**src/rtl/add_alu_core.sv**
```systemverilog
// rtl/add_alu_core.sv - registered narrow-width ripple adder stage with carry/zero flags
module add_alu_core #(
   parameter int WIDTH = 16,
   parameter int ADD_W = 3
) (
   input  logic             clk,
   input  logic             rst,
   input  logic             in_valid,
   input  logic [WIDTH-1:0] a,
   input  logic [WIDTH-1:0] b,
   output logic             out_valid,
   output logic [WIDTH-1:0] g,
   output logic             carry,
   output logic             zero
);

   logic [ADD_W:0]   c;
   logic [ADD_W-1:0] s;
   logic [WIDTH-1:0] sum_ext;

   assign c[0] = 1'b0;

   genvar i;
   generate
      for (i = 0; i < ADD_W; i++) begin : g_fa
         assign s[i]   = a[i] ^ b[i] ^ c[i];
         assign c[i+1] = (a[i] & b[i]) | (c[i] & (a[i] ^ b[i]));
      end
   endgenerate

   // Operand bits above the adder width are deliberately discarded.
   generate
      if (ADD_W < WIDTH) begin : g_pad
         logic unused_hi;
         assign unused_hi = ^{a[WIDTH-1:ADD_W], b[WIDTH-1:ADD_W]};
         assign sum_ext   = {{(WIDTH-ADD_W){1'b0}}, s};
      end else begin : g_full
         assign sum_ext = s;
      end
   endgenerate

   always_ff @(posedge clk) begin
      if (rst) begin
         out_valid <= 1'b0;
         g         <= '0;
         carry     <= 1'b0;
         zero      <= 1'b0;
      end else begin
         out_valid <= in_valid;
         if (in_valid) begin
            g     <= sum_ext;
            carry <= c[ADD_W];
            zero  <= (s == '0);
         end
      end
   end

endmodule

```
**config.mk**
```make
export PLATFORM = sky130hd
export DESIGN_NAME = add_alu_core
export DESIGN_NICKNAME = d
export VERILOG_FILES = /design/src/rtl/add_alu_core.sv
export SDC_FILE = /design/constraint.sdc
export NUM_CORES = 1
export LEC_CHECK = 0
export CAP_MARGIN = 10
export CORE_UTILIZATION = 27
export CTS_BUF_LIST = sky130_fd_sc_hd__clkbuf_4 sky130_fd_sc_hd__clkbuf_8
export DETAILED_ROUTE_END_ITERATION = 16
export PLACE_DENSITY = 0.91
export SETUP_SLACK_MARGIN = 0.2
export SYNTH_ARGS = -nofsm -noshare
export SYNTH_HDL_FRONTEND = slang
export SYNTH_SLANG_ARGS = --single-unit
```
**constraint.sdc**
```tcl
create_clock -name clk -period 2.8 [get_ports clk]
set_input_delay 0.28 -clock clk [delete_from_list [all_inputs] [get_ports clk]]
set_output_delay 0.28 -clock clk [all_outputs]
set_load 0.01 [all_outputs]
```
* Word level (Yosys, flattened, before mapping) *
Cells that the tools add are included.

storage, ports and cells
  register bits = 6

operators by class
  bitwise operators = 12
  reductions and logical operators = 1

operators with widths
  kind              count
  $and A1 B1 Y1     5
  $xor A1 B1 Y1     5
  $logic_not A3 Y1  1
  $or A1 B1 Y1      2

* Depth between registers and ports, before layout *
  word-level depth = 5
  depth in mapped cells = 6
  gate-level depth less buffers = 6

* Least setup slack after synthesis *
Ideal clock, no wire load.

  path type = input to register
  start point = input port a[0]
  end point = register g[2]
  library setup time = 0.086 ns
  arrival = 1.552 ns
  required time = 2.714 ns
  slack = 1.163 ns
  stages = 5
  path buffers = 0
  cells stage by stage = ha_1 fa_1 inv_1 fa_1 a211oi_1

on the way
  longest elaborated chain between the ends = 4

RTL lines
  item                         line  RTL
  from (decl)                  9     input logic [WIDTH-1:0] a,
  $and A1 B1 Y1 (2 in series)  27    assign c[i+1] = (a[i] & b[i]) | (c[i] & (a[i] ^ b[i]));
  $or A1 B1 Y1                 27
  $xor A1 B1 Y1                26    assign s[i] = a[i] ^ b[i] ^ c[i];
  to (signal assigned)         51    g <= sum_ext;
  to (decl)                    12    output logic [WIDTH-1:0] g,

Every way passes these cells.
A chain may end at the register's enable or synchronous reset.

* Worst setup path in the final report *
Same ends and word-level chain as after synthesis.

==> results_dict.tcl <==
set metrics [dict create \
    overflow 0 \
    worst_path_most_repeated_cell "fa_1" \
    cp.arrival_ps 2050 \
    dieArea_um2 1680 \
    cts_sinks 6 \
    path_clk_slew_ps 50 \
    hold_viol_final 0 \
    crit_family "adder cells" \
    vdd_drop_max_uv 232 \
    clockBufferDepth 2 \
    hold_class "register to register" \
    vias 278 \
    hold_depth 2 \
    r2r-end "g[2]$_SDFFE_PP0P_" \
    grt_pass1_wl_um 897 \
    drt_iter0_markers 1 \
    nNetsFinal 94 \
    final_cells 69 \
    clock_latency_ps 240 \
    slew_viol_final 0 \
    wl_per_cell_um 8.70 \
    dp.cells 66 \
    core_um2 1350 \
    setup_viol_count_final 0 \
    boundaryPins 54 \
    fin_setup_tns_ps 0 \
    outcome "complete, no violations" \
    max_freq_mhz 530 \
    io_buffers 14 \
    die_y_um 41.0 \
    grt_usage_pct 9.48 \
    gp_congestion 0.679 \
    cap_violations 0 \
    yosysWarnings 0 \
    critPathRequiredTime_ps 2960 \
    initial_utilization_pct 30.4 \
    post-route-drc-count 0 \
    cts_made_buffers 3 \
    synth_cells 39 \
    grt_max_degree 10 \
    synth_area_um2 410 \
    hpwl_um 504 \
    fin_crit_sh_pct 67.4 \
    cts_setup_buffers 0 \
    crit_path_top_delay_cell "fa_1" \
    slowest_delay_ps 460 \
    powerDensity_nw_per_um2 457 \
    fin_crit_ps 1890 \
    fill_cells 147 \
    min_from "zero$_SDFFE_PP0P_" \
    rows 13 \
    worstPathMaxFanout 2 \
    leakage_uw 0.000234 \
    min_to "zero$_SDFFE_PP0P_" \
    area_growth_pct 28.7 \
    drt_pass1_iterations 2 \
    cts_resized 0 \
    path_cells "clkdlybuf4s50_1 -> ha_1 -> fa_1 -> inv_1 -> fa_1 -> a211oi_1" \
    ant_nets 0 \
    synthDistinctLibCells 16 \
    cp.buffers_inverters 2 \
    synth_area_per_cell_um2 10.5 \
    wl_um 600 \
    cts_tree "yes" \
    reg2reg_from "g[2]$_SDFFE_PP0P_" \
    critical_path_class "primary input to register" \
    layout-drive-gt1-share_pct 14.8 \
    regArea_um2 120 \
    skew_ps 0 \
    multi_input_area_um2 215 \
    r2r_cells 2 \
    rsz0062_at_grt "false" \
    htreeDepth 1 \
    antenna_found_initial 0 \
    grt_pass1_vias 231 \
    hold_buffers 0 \
    dieWidth_um 41.0 \
    start_kind "primary input" \
    n_antenna_cell 0 \
    cts-root-buf "clkbuf_4" \
    r2r_slack_ps 2160 \
    crit_path_end_kind "register" \
    yosysSeqAreaShare_pct 29.3 \
    ys_ff_latch 6 \
    via_per_inst 4.03 \
]
==> layer usage <==
metal	routed length (µm)	part of all wire [%]	track usage [%]
met4	11	1.8	7.50
met2	319	53	13.7
met3	67	11	8.15
met5	0	0	0
met1	201	34	8.28
==> cells in the final DEF, fill, tap and decap left out, types with 2 or more instances in the layout <==
master | Yosys | final
clkbuf_4 | 0 | 3
clkdlybuf4s50_1 | 0 | 14
inv_1 | 3 | 3
fa_1 | 2 | 2
dfxtp_1 | 6 | 6
mux2i_1 | 2 | 2
nor2_1 | 3 | 3
conb_1 | 1 | 13
==> final cells by class <==
class | count | share of cell area (%)
clock buffers | 3 | 4.27
multi-input cells | 28 | 40.8
repair buffers | 14 | 26.5
flip-flops and latches | 6 | 22.7
inverters | 3 | 2.13
well taps | 15 | 3.55
==> where the power goes <==
group	internal (µW)	switching, µW	leakage (µW)	total (µW)
logic	35.8	29.6	0.000170	65.3
registers	92.2	3.54	0.0000496	95.7
clock network	48.5	32.0	0.0000138	80.5
total	176	65.1	0.000234	242
==> logic make-up (layout without fill, tap and decap cells) <==
kind of cell | after synthesis | in the layout | share of synthesized area, %
simple gates | 7 | 7 | 15.9
mux | 2 | 2 | 4.88
other cells | 1 | 13 | 0.914
buf+inv | 17 | 20 | 29.3
flops | 6 | 6 | 29.3
fa+ha+maj | 3 | 3 | 12.8
compound gates | 3 | 3 | 7.01
==> worst max path at each step <==
stage               slack (ps)                end  cells past startpoint  startpoint
finish                     910  g[2]$_SDFFE_PP0P_                      6        a[0]
global route               850  g[2]$_SDFFE_PP0P_                      6        a[0]
detailed placement         640  g[2]$_SDFFE_PP0P_                      6        a[0]
global placement           690  g[2]$_SDFFE_PP0P_                      6        a[0]
floorplan                 1160  g[2]$_SDFFE_PP0P_                      5        a[0]
CTS                        900  g[2]$_SDFFE_PP0P_                      6        a[0]
==> worst min-delay path: stages (launching register included) <==
cell and delay, ps:
dfxtp_1 330, nand2b_4 70, a21oi_2 40
==> flip-flops by register name (all words and copies together) (netlist names) <==
register	flops
g	3
out_valid	1
zero	1
carry	1
==> through the flow <==
stage	util, %	area [µm²]	setup WS (ps)	hold WS, ps	total power (µW)
after floorplan	-	455	1160	342	148
after global placement	37.4	505	690	477	162
after detailed placement	37.4	505	638	486	163
after CTS	39.1	528	901	492	246
after global routing	39.1	528	853	503	255
final	39.1	528	913	487	242
==> cell usage after synthesis, drive strengths merged <==
master   number  area, µm²
mux2i         2       20.0
buf          14        109
a21oi         1       8.76
nand2b        1       13.8
a211oi        2       20.0
inv           3       11.3
conb          1       3.75
dfxtp         6        120
nand4bb       1       27.5
nor2          4       17.5
ha            1       12.5
fa            2       40.0
nor2b         1       6.26
Power figures use the tool's default switching activity.
